File: src/rtl/strobe_div_pkg.sv
// Shared constants, helpers and types for the programmable strobe divider.
package strobe_div_pkg;

    localparam int DIV_MIN = 2;

    function automatic int ch_w(input int n);
        return (n < 2) ? 1 : $clog2(n);
    endfunction

    typedef enum logic [1:0] {
        WR_OK      = 2'd0,
        WR_BAD_DIV = 2'd1,
        WR_BAD_CH  = 2'd2
    } wr_status_e;

endpackage

File: src/rtl/strobe_div_chan.sv
// One strobe channel: counter, double-buffered divisor and period-boundary apply.
// STROBE_DIV_PROG_STATUS_EN exposes the pending flag as pending_o.
module strobe_div_chan
    import strobe_div_pkg::*;
#(
    parameter int WIDTH       = 16,
    parameter int DEFAULT_DIV = 10
) (
    input  logic             clk_i,
    input  logic             rst_ni,
    input  logic             en_i,
    input  logic             sync_i,
    input  logic             wr_i,
    input  logic [WIDTH-1:0] wr_div_i,
    output logic             strobe_o
`ifdef STROBE_DIV_PROG_STATUS_EN
    ,
    output logic             pending_o
`endif
);

    localparam logic [WIDTH-1:0] DEF_DIV = WIDTH'(DEFAULT_DIV);

    logic [WIDTH-1:0] cnt_q, cnt_d;
    logic [WIDTH-1:0] active_q, active_d;
    logic [WIDTH-1:0] shadow_q, shadow_d;
    logic             pending_q, pending_d;
    logic             term_s;
    logic             apply_s;

    // active never drops below 2, so the subtraction cannot wrap
    assign term_s   = (cnt_q == (active_q - WIDTH'(1)));
    assign apply_s  = (en_i && term_s) || !en_i || sync_i;
    assign strobe_o = term_s;

    // Next-state for counter, divisor buffers and pending flag
    always_comb begin
        cnt_d     = cnt_q;
        active_d  = active_q;
        shadow_d  = shadow_q;
        pending_d = pending_q;

        if (sync_i || !en_i || term_s) begin
            cnt_d = '0;
        end else begin
            cnt_d = cnt_q + WIDTH'(1);
        end

        if (apply_s) begin
            // a write landing on the apply edge bypasses the shadow
            if (wr_i) begin
                active_d = wr_div_i;
                shadow_d = wr_div_i;
            end else begin
                active_d = shadow_q;
                shadow_d = shadow_q;
            end
            pending_d = 1'b0;
        end else if (wr_i) begin
            shadow_d  = wr_div_i;
            pending_d = 1'b1;
        end else begin
            shadow_d  = shadow_q;
            pending_d = pending_q;
        end
    end

    // Channel state registers
    always_ff @(posedge clk_i or negedge rst_ni) begin
        if (!rst_ni) begin
            cnt_q     <= '0;
            active_q  <= DEF_DIV;
            shadow_q  <= DEF_DIV;
            pending_q <= 1'b0;
        end else begin
            cnt_q     <= cnt_d;
            active_q  <= active_d;
            shadow_q  <= shadow_d;
            pending_q <= pending_d;
        end
    end

`ifdef STROBE_DIV_PROG_STATUS_EN
    assign pending_o = pending_q;
`endif

`ifdef FORMAL
    // Structural invariants of a single channel
    always_comb begin
        if (rst_ni) begin
            assert (cnt_q < active_q);
            assert (strobe_o == (cnt_q == (active_q - WIDTH'(1))));
            if (pending_q && !pending_d) begin
                assert (apply_s);
            end else begin
                assert (1'b1);
            end
        end else begin
            assert (1'b1);
        end
    end
`endif

endmodule

File: src/rtl/strobe_div_prog.sv
// Multi-channel runtime-programmable strobe generator: write validation/decode and channel array.
// STROBE_DIV_PROG_STATUS_EN adds o_pending, the per-channel pending flags.
module strobe_div_prog
    import strobe_div_pkg::*;
#(
    parameter int NUM_CH      = 4,
    parameter int WIDTH       = 16,
    parameter int DEFAULT_DIV = 10,
    localparam int CH_W       = ch_w(NUM_CH)
) (
    input  logic              i_clk,
    input  logic              i_reset_n,
    input  logic [NUM_CH-1:0] i_en,
    input  logic              i_sync,
    input  logic              i_wr_valid,
    input  logic [CH_W-1:0]   i_wr_ch,
    input  logic [WIDTH-1:0]  i_wr_div,
    output logic              o_wr_err,
    output logic [NUM_CH-1:0] o_strobe
`ifdef STROBE_DIV_PROG_STATUS_EN
    ,
    output logic [NUM_CH-1:0] o_pending
`endif
);

    if ((DEFAULT_DIV < DIV_MIN) ||
        (longint'(DEFAULT_DIV) > ((longint'(1) << WIDTH) - longint'(1)))) begin : g_bad_default
        $error("strobe_div_prog: DEFAULT_DIV out of range");
    end

    localparam logic [CH_W:0] NUM_CH_W = (CH_W+1)'(NUM_CH);

    wr_status_e        status_s;
    logic [NUM_CH-1:0] wr_dec_s;
    logic              wr_err_q, wr_err_d;

    // Classify the incoming write
    always_comb begin
        if (i_wr_div < WIDTH'(DIV_MIN)) begin
            status_s = WR_BAD_DIV;
        end else if ({1'b0, i_wr_ch} >= NUM_CH_W) begin
            status_s = WR_BAD_CH;
        end else begin
            status_s = WR_OK;
        end
    end

    // One-hot channel select for accepted writes only
    always_comb begin
        wr_dec_s = '0;
        if (i_wr_valid && (status_s == WR_OK)) begin
            for (int c = 0; c < NUM_CH; c++) begin
                wr_dec_s[c] = (i_wr_ch == CH_W'(c));
            end
        end else begin
            wr_dec_s = '0;
        end
    end

    assign wr_err_d = i_wr_valid && (status_s != WR_OK);

    // Rejection pulse, visible the cycle after the bad write
    always_ff @(posedge i_clk or negedge i_reset_n) begin
        if (!i_reset_n) begin
            wr_err_q <= 1'b0;
        end else begin
            wr_err_q <= wr_err_d;
        end
    end

    assign o_wr_err = wr_err_q;

    for (genvar c = 0; c < NUM_CH; c++) begin : g_ch
        strobe_div_chan #(
            .WIDTH       (WIDTH),
            .DEFAULT_DIV (DEFAULT_DIV)
        ) u_chan (
            .clk_i     (i_clk),
            .rst_ni    (i_reset_n),
            .en_i      (i_en[c]),
            .sync_i    (i_sync),
            .wr_i      (wr_dec_s[c]),
            .wr_div_i  (i_wr_div),
            .strobe_o  (o_strobe[c])
`ifdef STROBE_DIV_PROG_STATUS_EN
            ,
            .pending_o (o_pending[c])
`endif
        );
    end

`ifdef FORMAL
    // Only validated writes ever reach a channel, and at most one at a time
    always_comb begin
        if (i_reset_n && (wr_dec_s != '0)) begin
            assert (status_s == WR_OK);
            assert ($onehot0(wr_dec_s));
        end else begin
            assert (1'b1);
        end
    end
`endif

endmodule

File: config.mk
export PLATFORM = sky130hd
export DESIGN_NAME = strobe_div_prog
export DESIGN_NICKNAME = d
export VERILOG_FILES = /design/src/rtl/strobe_div_pkg.sv /design/src/rtl/strobe_div_chan.sv /design/src/rtl/strobe_div_prog.sv
export SDC_FILE = /design/constraint.sdc
export NUM_CORES = 1
export LEC_CHECK = 0
export ABC_AREA = 1
export ABC_CLOCK_PERIOD_IN_PS = 6500
export BUFFER_PORTS_ARGS = -buffer_cell sky130_fd_sc_hd__clkbuf_2
export CAP_MARGIN = 20
export CORE_AREA = 2 2 133 135
export DETAILED_ROUTE_END_ITERATION = 7
export DIE_AREA = 0 0 135 137
export PLACE_DENSITY_LB_ADDON = 0.1
export SLEW_MARGIN = 20
export SYNTH_ARGS = -nofsm -noshare
export SYNTH_HDL_FRONTEND = slang
export SYNTH_SLANG_ARGS = --single-unit
export TNS_END_PERCENT = 10
File: constraint.sdc
create_clock -name i_clk -period 6.5 [get_ports i_clk]
set_clock_uncertainty 0.1 [all_clocks]
set_input_delay 0.65 -clock i_clk [delete_from_list [all_inputs] [get_ports i_clk]]
set_output_delay 0.65 -clock i_clk [all_outputs]
set_load 0.03 [all_outputs]
# After elaboration in Yosys (flattened, before gate mapping)
# Cells that the tools add are included.
[op_classes]
order_cmp = 1
eq_ne = 7
reduce_logical = 29
muxes = 10
add_sub_neg = 8
[ops]
columns = ["operator", "count"]
rows = [
  ["16-bit two-way mux", 8],
  ["16-bit by 1-bit adder with 16-bit output (second input constant)", 4],
  ["16-bit == test", 4],
  ["16-bit by 1-bit subtractor with 16-bit output (second input constant)", 4],
  ["1-bit logical OR", 16],
  ["16-bit by 2-bit less-than comparator with 1-bit output (second input constant)", 1],
  ["1-bit logical AND", 6],
  ["2-bit == test (second input constant)", 2],
  ["1-bit zero test", 4],
  ["2-bit zero test", 2],
  ["4-bit two-way mux", 1],
  ["2-bit by 1-bit == test with 1-bit output (second input constant)", 1],
  ["2-bit nonzero test", 1],
  ["1-bit two-way mux", 1],
]
[totals]
register_bits = 193
word_cells = 68
output_inout_bits = 5

# Logic depth before layout (Yosys ltp)
# Gate-level depths: netlist of run 1.
[logic_depth]
ltp_word = 6
depth_mapped = 16
mapped_depth_nobuf = 15

# Modules after synthesis
# From an unflattened synthesis of run 1, not the netlist that was laid out.
[hier_totals]
cells_unflattened = 1468
area_unflattened_um2 = 11443.5
[modules_own_cells]
columns = ["mod", "seq_area_each_um2", "area_per_inst_um2", "n_inst", "cells_per_inst"]
rows = [
  ["strobe_div_chan (g_ch[1].u_chan ...)", 1206.2, 2813.9, 3, 357],
  ["strobe_div_chan (g_ch[0].u_chan)", 1206.2, 2869.0, 1, 368],
  ["strobe_div_prog", 25.0, 132.6, 1, 29],
]

# Worst setup path before layout of run 1
# No wires, ideal clock.
[synth_path]
kind = "register to output"
from = "register g_ch[2].u_chan.active_q[1]"
to = "output o_strobe[2]"
n_path_buf = 3
t_required_ns = 5.750
t_arrival_ns = 1.942
stages_incl_launch_ff = 17
path_slack_ns = 3.808
path_cell_list = "dfstp_2 -> inv_1 -> ha_1 -> inv_1 -> nand2_1 -> nand2_1 -> nand2_1 -> nor2_1 -> nand2_1 -> nor2_1 -> nand3_1 -> nor2_1 -> nand3_1 -> buf_2 -> buf_4 -> inv_1 -> buf_4"
[synth_via]
elab_chain_cells = 2
[synth_rtl]
columns = ["element", "line", "rtl"]
rows = [
  ["start: declaration", "strobe_div_chan.sv:25", "logic [WIDTH-1:0] active_q, active_d;"],
  ["start signal: assignment", "strobe_div_chan.sv:77", "active_q <= active_d;"],
  ["16-bit by 1-bit subtractor with 16-bit output", "strobe_div_chan.sv:32", "assign term_s = (cnt_q == (active_q - WIDTH'(1)));"],
  ["16-bit == test", "strobe_div_chan.sv:32", ""],
  ["end: declaration", "strobe_div_prog.sv:19", "output logic [NUM_CH-1:0] o_strobe"],
]
# No other way between the ends.

# Worst setup path in the final report of run 1
# Ends and elaborated chain as after synthesis.

==> metrics.yaml, run 1 <==
worst_ep_required_time_ns: 5.75
leakage_nw: 5.831
drc: 0
period_minus_slack_ns: 3.579
endpoint: "o_strobe[2]"
grt_pass1_vias: 8732
hold_viol: 0
nFillCells: 1430
grt_pass1_wl_mm: 41.56
synthCells: 1492
max-vdd-ir-drop_mv: 0.2102
critPathCaptureType: "primary output"
via_per_inst: 5.328
synth_fp_nets: 1526
hp-class: "in2async"
antenna_found_initial: 0
wl_per_cell_microns: 14.24
rows: 48
rr_startpoint: "g_ch[2].u_chan.active_q[1]"
die_y_microns: 137
port_buffers: 30
rsz0062_at_grt: "no"
post_cts.repair.setup_buffers: 0
cts_tree: "done"
cp.arrival_ns: 2.83
finalSetupViolCount: 0
synthTopCellsByCount: "nand2_1, nor2_1, dfrtp_1"
maxSlewHeadroom_pct: 36.69
p_per_area_nw_per_um2: 272.5
worstPathMaxFanout: 20
initial_core_util_pct: 64.49
ys_seq_area_share_pct: 44.09
synthArstFlopShare_pct: 100.0
setup_tns_ns: 0
clockBufferDepth: 2
routed_wl_mm: 24.88
ys_ff_latch: 193
finalCritPeriodShare_pct: 55.07
core_sq_um: 17060
synth_cell_type_count: 38
clk_pin_slew_ns: 0.07
startpoint_type: "register"
synth_top_area_share_pct: 40.27
diodes: 0
syn_to_final_growth_pct: 7.917
grt_max_degree: 123
reg2reg_to: "g_ch[2].u_chan.active_q[2]"
drt_iter0_drc: 560
yosysMostFrequentCell: "nand2_1"
final_max_slew_viol_count: 0
fin_util_pct: 69.59
maxCapViolations: 0
detail-route-antenna-nets: 0
worstSkewPairLatency_ns: 0.43
ys.flop_type: "dfrtp_1"
crit_type: "reg2out"
rr_worst_depth: 15
die_w_microns: 135
rrSetupSlack_ns: 3.17
tightestPinTransition_ns: 0.9497
root_buffer: "clkbuf_16"
ctsResizeCount: 0
grt.overflow.total: 0
htree_levels: 4
clock_sinks: 193
drive_gt1_share_pct: 8.404
synth_edf_count: 0
final_nets: 1544
worstSetupStartpoint: "g_ch[2].u_chan.active_q[1]"
synth_area_leaders: "dfrtp_1, nand2_1, nor2_1, nand3_1, inv_1"
finalPower_w: 0.003235
track_usage_pct: 28.17
dpl.hpwl_mm: 17.95
cts_buffers: 17
place.gp.congestion: 0.9009
cts-hold-fix-buffers: 0
synth_area_leader_cell: "dfrtp_1"
timing.fmax_mhz: 279.4
die_area_sq_um: 18500
run_status: "finished, final reports clean"
io_pins: 31
avgSynthCellArea_sq_um: 7.372
ys_warn_count: 0
syn-cell-area_sq_um: 11000
vias: 9314
drt_pass1_iterations: 7
[metal layers]
metal,up-vias,GRT usage (%),share of wire (%)
met2,194,45.60,46
met3,41,3.926,4.2
met1,4342,39.78,47
li1,4737,-,-
met4,0,8.623,2.3
met5,-,0,0
[power by group]
group | internal, W | switching [W]
logic | 0.000256 | 0.000464
clock network | 0.000571 | 0.000480
registers | 0.00134 | 0.000120
[cell families (layout without fill, tap and decap cells)]
kind of cell             after synthesis  in the layout  synth area share (%)
XOR/XNOR                              94             94                 7.610
AO/OA/AOI/OAI                         99             99                 4.698
adder cells (fa/ha/maj)                8              8                0.9101
buffers and inverters                182            213                 7.030
flip-flops                           193            193                 44.09
AND/OR/NAND/NOR                      916            916                 35.66
[registers in the layout, indices dropped and copies added (netlist names)]
register              flops
g_ch.u_chan.active_q     64
g_ch.u_chan.cnt_q        64
g_ch.u_chan.shadow_q     64
o_wr_err                  1
[per-stage QoR]
step	hold WS, ns	worst slack, ns	instance area [sq um]	instances
3_3_place_gp	0.3739	3.212	11240	1713
2_1_floorplan	0.2544	3.808	11000	1492
4_1_cts	0.2889	2.920	11830	1745
3_5_place_dp	0.3788	3.161	11240	1713
6_report	0.2258	2.921	11870	1748
5_1_grt	0.3263	2.688	11870	1748
[layout by cell type, fill, tap and decap left out, types with 3 or more instances in the layout]
cell type | synthesis | routed
a21oi_1 | 6 | 6
buf_4 | 9 | 5
clkbuf_16 | 0 | 17
clkbuf_2 | 0 | 29
clkbuf_8 | 0 | 4
clkinvlp_4 | 0 | 3
dfrtp_1 | 177 | 177
dfstp_2 | 16 | 16
ha_1 | 8 | 8
inv_1 | 136 | 136
inv_2 | 6 | 6
inv_6 | 0 | 4
nand2_1 | 476 | 476
nand2_2 | 8 | 8
nand3_1 | 141 | 141
nand3b_1 | 15 | 15
nand4_1 | 27 | 27
nor2_1 | 203 | 202
nor2_2 | 11 | 12
nor2_4 | 7 | 7
nor3_1 | 9 | 9
nor4_1 | 4 | 4
o21ai_0 | 85 | 85
o21bai_1 | 3 | 3
or2_2 | 5 | 5
xnor2_1 | 47 | 47
xor2_1 | 46 | 46
[worst min path at each step]
stage	end	slack [ns]	depth (start not counted)
CTS	g_ch[0].u_chan.cnt_q[9]	0.29	1
global placement	g_ch[3].u_chan.shadow_q[3]	0.37	2
floorplan	g_ch[0].u_chan.active_q[0]	0.25	0
detailed placement	g_ch[3].u_chan.shadow_q[3]	0.38	2
global route	g_ch[0].u_chan.cnt_q[9]	0.33	1
finish	g_ch[0].u_chan.cnt_q[9]	0.23	1
[final cells by class]
cell class	instances	area, sq um	share of cell area [%]
clock buffers	21	470.5	3.963
clock inverters	11	118.9	1.001
inverters	143	536.8	4.522
multi-input cells	1117	5379	45.31
flip-flops and latches	193	4850	40.86
well taps	225	281.5	2.372
repair buffers	38	234.0	1.971
[critical path: stages, from the launching register on]
cell      delay, ns
dfstp_2        0.54
inv_1          0.04
ha_1           0.27
inv_1          0.06
nand2_1        0.04
nand2_1        0.06
nand2_1        0.05
nor2_1         0.09
nand2_1        0.06
nor2_1         0.08
nand3_1        0.07
nor2_1         0.10
nand3_1        0.52
inv_1          0.21
clkbuf_2       0.23
Note: power is estimated with default switching activity, not from simulation.
==> inputs of run 2 (changes only) <==
--- a/config.mk
+++ b/config.mk
@@ -6,12 +6,12 @@
 export NUM_CORES = 1
 export LEC_CHECK = 0
 export ABC_AREA = 1
-export ABC_CLOCK_PERIOD_IN_PS = 6500
+export ABC_CLOCK_PERIOD_IN_PS = 3600
 export BUFFER_PORTS_ARGS = -buffer_cell sky130_fd_sc_hd__clkbuf_2
 export CAP_MARGIN = 20
-export CORE_AREA = 2 2 133 135
+export CORE_AREA = 2 2 136 138
 export DETAILED_ROUTE_END_ITERATION = 7
-export DIE_AREA = 0 0 135 137
+export DIE_AREA = 0 0 138 140
 export PLACE_DENSITY_LB_ADDON = 0.1
 export SLEW_MARGIN = 20
 export SYNTH_ARGS = -nofsm -noshare
==> constraint.sdc (replaced) <==
create_clock -name i_clk -period 3.6 [get_ports i_clk]
set_clock_uncertainty 0.1 [all_clocks]
set_input_delay 0.36 -clock i_clk [delete_from_list [all_inputs] [get_ports i_clk]]
set_output_delay 0.36 -clock i_clk [all_outputs]
set_load 0.03 [all_outputs]
==> run 2 against run 1 <==
  * Core utilization is 2.2 points lower
  * Via count grew 1.1%
  * First-iteration DRC count grew 22%
  * Largest power group unchanged
  * Combinational power up 81%
  * Register-to-register slack worse by 2.5 ns
  * Sequential power rose by 81%
  * Sequential share of layout area fell by 0.40 points
  * Count of clock-buffer cells in the layout stayed put
  * Routed wire length rose by 1.0%
==> metrics.yaml, run 2 (synthesized netlist as in run 1, its figures left out) <==
cp.arrival_ns: 2.57  # -0.26 ns
dp_slack_ns: 0.7448  # -2.416 ns
grt_max_degree: 104  # -15%
drt_pass1_iterations: 6  # -1
path_buf_inv: 4  # unchanged
cts_tree: "done"
finalCritPeriodShare_pct: 84.15
place.gp.congestion: 0.8900  # -1.2%
tightestPinTransition_ns: 0.8388  # -0.1109 ns
hp-start: "i_wr_div[8]"
core_sq_um: 17780  # +4.2%
drt_iter0_drc: 682  # +22%
ctsResizeCount: 0  # unchanged
path_cells: "inv_1 -> ha_1 -> nand2_1 -> nor2_1 -> nor2_1 -> nor2_1 -> nand2_1 -> nor2_1 -> nand3_1 -> nor2_1 -> nand3_1 -> buf_4 -> inv_1 -> clkbuf_2"
combPwrFrac_pct: 21.8  # -0.4 points
grt_pass1_vias: 8700  # -0.37%
root_buffer: "clkbuf_16"
via_per_inst: 5.355  # +0.50%
initial_core_util_pct: 61.86  # -2.6 points
rows: 49  # +2.1%
hp-class: "in2reg"
max_stage_delay_ns: 0.41  # -0.13 ns
rr_worst_depth: 12  # -3
clk_pin_slew_ns: 0.07  # about the same
hold_path_end: "g_ch[3].u_chan.shadow_q[8]"
crit_top_cell: "nor2_1"
maxCapViolations: 0  # unchanged
drive_gt1_share_pct: 8.573  # +0.17 points
clockBufferDepth: 2  # unchanged
fin_ws_ns: 0.5705  # -2.350 ns
antenna_found_initial: 1  # +1
p_int_w: 0.004067  # +87%
htree_levels: 4  # unchanged
startpoint_type: "register"
period_minus_slack_ns: 3.030
setup_tns_ns: 0  # unchanged
track_usage_pct: 26.89  # -1.3 points
maxSlewHeadroom_pct: 44.08  # +7.4 points
finalPower_w: 0.005971  # +85%
seq_power_share_pct: 44.2  # -1.1 points
run_status: "finished, final reports clean"
post_cts.repair.setup_buffers: 0  # unchanged
reg2reg_to: "g_ch[3].u_chan.active_q[10]"
dpl.hpwl_mm: 18.07  # +0.72%
crit_type: "reg2out"
port_buffers: 30  # unchanged
finalSetupViolCount: 0  # unchanged
rsz0062_at_grt: "no"
vias: 9414  # +1.1%
final_nets: 1549  # +0.32%
clock_sinks: 193  # unchanged
final_max_slew_viol_count: 0  # unchanged
layout_commonest_cell: "nand2_1"
die_w_microns: 138  # +2.2%
grt_pass1_wl_mm: 42.28  # +1.7%
cp.depth: 14  # unchanged
max-vdd-ir-drop_mv: 0.3168  # +51%
drc: 0  # unchanged
net-switching-power_w: 0.001904  # +79%
io_pins: 31  # unchanged
p_per_area_nw_per_um2: 498.1  # +83%
slowest_stage: "dfrtp_1"
grt.overflow.total: 0  # unchanged
sw_frac_of_total_pct: 31.89  # -1.0 points
final_cell_mix: "nand2_1, nor2_1, dfrtp_1"
wl_per_cell_microns: 14.30  # +0.43%
leakage_nw: 5.896  # +1.1%
largestRegisters: "g_ch.u_chan.active_q: 64 flops, g_ch.u_chan.cnt_q: 64 flops, g_ch.u_chan.shadow_q: 64 flops"
syn_to_final_growth_pct: 8.975
rr_startpoint: "g_ch[3].u_chan.active_q[0]"
timing.fmax_mhz: 330.1
die_y_microns: 140  # +2.2%
detail-route-antenna-nets: 0  # unchanged
worstSkewPairLatency_ns: 0.44  # about the same
worstPathMaxFanout: 19  # -5.0%
p_clk_share_pct: 34.0  # +1.5 points
cpLargestDelayFamily: "simple AND/OR/NAND/NOR gates"
worst_ep_required_time_ns: 3.14  # -2.61 ns
holdPathStages: 3
critPathCaptureType: "primary output"
routed_wl_mm: 25.13  # +1.0%
die_area_sq_um: 19320  # +4.5%
cts_buffers: 17  # unchanged
rrSetupSlack_ns: 0.70  # -2.47 ns
hold_viol: 0  # unchanged
run 2: changes by cell type in the layout (fill, tap and decap cells not counted), sizes merged:
| cell | previous run | this run |
|---|---|---|
| buf | 8 | 12 |
| bufinv | 1 | 3 |
| clkinv | 2 | 3 |
| clkinvlp | 3 | 0 |
| diode | 0 | 1 |
| dlygate4sd3 | 0 | 1 |
run 2: metrics by stage:
stage	utilization (%)	area (sq um)	hold WS [ns]	cells
floorplan	-	11000	-0.03559	1492
global placement	63.56	11300	0.3740	1721
detailed placement	63.56	11300	0.3855	1721
CTS	67.19	11950	0.06317	1754
global route	67.42	11990	0.07947	1758
finish	67.42	11990	0.07190	1758
run 2: metal layers:
layer | wire length, microns | global-route usage [%]
met5 | 0 | 0
met4 | 362 | 7.519
met3 | 1117 | 4.513
met2 | 11780 | 43.07
met1 | 11870 | 38.29
run 2: cell type report:
class                           count  area (sq um)
Timing Repair Buffer               43         299.0
Fill cell                        1550          5793
Clock inverter                     11         165.2
Antenna cell                        1         2.502
Tap cell                          229         286.5
Sequential cell                   193          4850
Multi-Input combinational cell   1117          5376
Clock buffer                       21         470.5
Inverter                          143         536.8
run 2: power by group through the flow:
stage | Clock (W) | Combinational [W] | Sequential, W
after global routing | 0.00214 | 0.00150 | 0.00267
final | 0.00203 | 0.00130 | 0.00264
after detailed placement | 0 | 0.00129 | 0.00267
after floorplan | 0 | 0.00101 | 0.00261
after CTS | 0.00206 | 0.00130 | 0.00264
after global placement | 0 | 0.00126 | 0.00267
run 2: worst max-delay path by stage:
stage,startpoint,end,slack (ns)
3_3_place_gp,g_ch[3].u_chan.active_q[0],g_ch[3].u_chan.active_q[3],0.75
6_report,g_ch[2].u_chan.active_q[0],o_strobe[2],0.57
3_5_place_dp,g_ch[3].u_chan.active_q[0],g_ch[3].u_chan.active_q[3],0.74
5_1_grt,g_ch[2].u_chan.active_q[0],o_strobe[2],0.25
2_1_floorplan,g_ch[2].u_chan.active_q[1],o_strobe[2],1.20
4_1_cts,g_ch[2].u_chan.active_q[0],o_strobe[2],0.55
run 2: timing repair:
| item | in CTS | in global routing |
|---|---|---|
| hold buffers | 1 | 0 |
| endpoints found under the setup margin | 0 | 0 |
| hold endpoints to repair | 92 | 0 |
run 2: worst min-delay path: stages:
cell and delay (ns):
clkbuf_2 0.09, nand2_1 0.05, nand2_1 0.08
==> inputs of run 3 (changes only) <==
--- a/config.mk
+++ b/config.mk
@@ -6,12 +6,12 @@
 export NUM_CORES = 1
 export LEC_CHECK = 0
 export ABC_AREA = 1
-export ABC_CLOCK_PERIOD_IN_PS = 3600
+export ABC_CLOCK_PERIOD_IN_PS = 2500
 export BUFFER_PORTS_ARGS = -buffer_cell sky130_fd_sc_hd__clkbuf_2
 export CAP_MARGIN = 20
-export CORE_AREA = 2 2 136 138
+export CORE_AREA = 2 2 142 144
 export DETAILED_ROUTE_END_ITERATION = 7
-export DIE_AREA = 0 0 138 140
+export DIE_AREA = 0 0 144 146
 export PLACE_DENSITY_LB_ADDON = 0.1
 export SLEW_MARGIN = 20
 export SYNTH_ARGS = -nofsm -noshare
==> constraint.sdc (replaced) <==
create_clock -name i_clk -period 2.5 [get_ports i_clk]
set_clock_uncertainty 0.1 [all_clocks]
set_input_delay 0.25 -clock i_clk [delete_from_list [all_inputs] [get_ports i_clk]]
set_output_delay 0.25 -clock i_clk [all_outputs]
set_load 0.03 [all_outputs]
==> run 3 against run 2 <==
  * The flow now finishes with violations (setup timing)
  * Worst hold slack worse by 0.058 ns
  * Critical endpoint is now o_strobe[1]
  * Sequential power increased by 44%
  * Die area is 8.8% higher
  * Critical path type unchanged
  * Cell area grew 4.6%
==> metrics.yaml, run 3 (synthesized netlist as in run 1, its figures left out) <==
antenna_found_initial: 0  # -1
finalCritPeriodShare_pct: 104.0
worst_ep_required_time_ns: 2.15  # -0.99 ns
fin_util_pct: 64.87  # -2.5 points
root_buffer: "clkbuf_16"
layout_commonest_cell: "nand2_1"
die_area_sq_um: 21020  # +8.8%
p_int_w: 0.005673  # +39%
clk_pin_slew_ns: 0.06  # about the same
multi_input_area_sq_um: 5619  # +4.5%
holdPathStages: 3  # unchanged
track_usage_pct: 25.76  # -1.1 points
rsz0062_at_grt: "yes"
worstSkewPairLatency_ns: 0.43  # about the same
grt_max_degree: 68  # -35%
maxSlewHeadroom_pct: 56.35  # +12 points
rr_worst_depth: 17  # +5
p_per_area_nw_per_um2: 673.6  # +35%
vias: 9461  # +0.50%
grt_pass1_wl_mm: 43.27  # +2.3%
clock_sinks: 193  # unchanged
tightestPinTransition_ns: 0.6540  # -0.1848 ns
dpl.hpwl_mm: 18.34  # +1.5%
hold_viol: 0  # unchanged
nFillCells: 1711  # +10%
leakage_nw: 6.069  # +2.9%
cts_tree: "done"
ff_latch_area_sq_um: 4850  # unchanged
detail-route-antenna-nets: 0  # unchanged
whs_ns: 0.01411  # -0.05779 ns
rows: 51  # +4.1%
die_w_microns: 144  # +4.3%
crit_type: "reg2out"
core_sq_um: 19330  # +8.7%
cts_buffers: 17  # unchanged
timing.fmax_mhz: 384.6
cp.arrival_ns: 2.25  # -0.32 ns
fin_ws_ns: -0.1003  # -0.6708 ns
seq_power_share_pct: 44.9  # +0.7 points
drive_gt1_share_pct: 12.60  # +4.0 points
violations: "setup timing"
p_clk_share_pct: 30.0  # -4.0 points
reg2reg_to: "g_ch[2].u_chan.active_q[6]"
hp-start: "i_wr_div[12]"
crit_top_cell: "nor2_1"
critPathCaptureType: "primary output"
grt_pass1_vias: 8923  # +2.6%
fin_cells: 1829  # +4.0%
drt_iter0_drc: 578  # -15%
net-switching-power_w: 0.002776  # +46%
combPwrFrac_pct: 25.1  # +3.3 points
final_cell_mix: "nand2_1, nor2_1, dfrtp_1"
rrSetupSlack_ns: 0.17  # -0.53 ns
place.gp.congestion: 0.8899  # about the same
maxCapViolations: 0  # unchanged
max_stage_delay_ns: 0.55  # +0.14 ns
initial_core_util_pct: 56.89  # -5.0 points
drc: 0  # unchanged
port_buffers: 30  # unchanged
die_y_microns: 146  # +4.3%
wl_per_cell_microns: 14.20  # -0.66%
cpLargestDelayFamily: "flip-flops"
period_minus_slack_ns: 2.600
clockBufferDepth: 2  # unchanged
dp_cells: 1772  # +3.0%
final_max_slew_viol_count: 0  # unchanged
grt.overflow.total: 0  # unchanged
path_buf_inv: 2  # -2
slowest_stage: "dfstp_2"
hp-class: "in2reg"
finalSetupViolCount: 4  # +4
drt_pass1_iterations: 6  # unchanged
run_status: "finished, violations left"
largestRegisters: "g_ch.u_chan.active_q: 64 flops, g_ch.u_chan.cnt_q: 64 flops, g_ch.u_chan.shadow_q: 64 flops"
diodes: 0  # -1
sw_frac_of_total_pct: 32.86  # +0.97 points
io_pins: 31  # unchanged
htree_levels: 4  # unchanged
startpoint_type: "register"
worstPathMaxFanout: 2  # -17
rr_startpoint: "g_ch[2].u_chan.active_q[1]"
syn_to_final_growth_pct: 14.03
path_cells: "inv_2 -> ha_4 -> xnor2_2 -> a21oi_2 -> o211ai_1 -> nor2_1 -> nand2_1 -> nor2_1 -> nand3b_1 -> nor2_1 -> clkbuf_8"
routed_wl_mm: 25.98  # +3.4%
hold_path_end: "g_ch[3].u_chan.shadow_q[12]"
via_per_inst: 5.173  # -3.4%
final_nets: 1585  # +2.3%
max-vdd-ir-drop_mv: 0.5170  # +63%
run 3: metal layers:
metal  vias up  share of wire [%]  routed length [microns]  track usage, %
met3        26                4.7                     1213           5.791
met1      4430                 48                    12530           37.49
li1       4809                  -                        -               -
met2       196                 46                    11890           39.52
met5         -                  0                        0               0
met4         0                1.3                      340           5.784
run 3: how the worst max path moves through the flow:
stage                                    start                    endpoint  cells after the start
global placement    g_ch[3].u_chan.active_q[0]                 o_strobe[3]                     11
CTS                 g_ch[1].u_chan.active_q[1]                 o_strobe[1]                     11
floorplan           g_ch[2].u_chan.active_q[1]                 o_strobe[2]                     16
detailed placement  g_ch[2].u_chan.active_q[0]  g_ch[2].u_chan.active_q[5]                     15
global route        g_ch[1].u_chan.active_q[1]                 o_strobe[1]                     11
finish              g_ch[1].u_chan.active_q[1]                 o_strobe[1]                     11
run 3: stage by stage:
stage                     instance area [sq um]  setup slack (ns)  setup TNS, ns  total power, W
after floorplan                           11000            0.2084              0        0.005214
after global placement                    11500            0.1629              0        0.005682
after detailed placement                  11500            0.1079              0        0.005719
after CTS                                 12300           -0.1724        -0.5671        0.008355
after global routing                      12540           -0.2985        -0.9639        0.008995
final                                     12540           -0.1003        -0.3008        0.008449
run 3: power groups by stage:
stage                     Combinational [W]  Clock [W]  Sequential [W]
after CTS                           0.00197    0.00259         0.00379
final                               0.00212    0.00253         0.00380
after global routing                0.00243    0.00273         0.00384
after floorplan                     0.00146          0         0.00375
after global placement              0.00184          0         0.00384
after detailed placement            0.00187          0         0.00385
run 3: final cells by class:
class,count,area share [%]
clock inverter,7,0.4190
clock buffer,25,3.871
sequential,193,38.67
tap,265,2.644
timing repair buffer,79,5.317
multi-input combinational,1117,44.80
inverter,143,4.280
run 3: worst min-delay path, stage by stage:
cell      delay (ns)
clkbuf_2        0.11
nand2_1         0.06
nand2_1         0.08
run 3: what timing repair did:
item / in CTS / in global routing
pin swaps: 15 / 32
endpoints found under the setup margin: 4 / 63
hold endpoints to repair: 71 / 0
gates resized for setup: 28 / 40
hold buffers: 12 / 0
gates cloned: 0 / 1
buffers inserted: 5 / 7
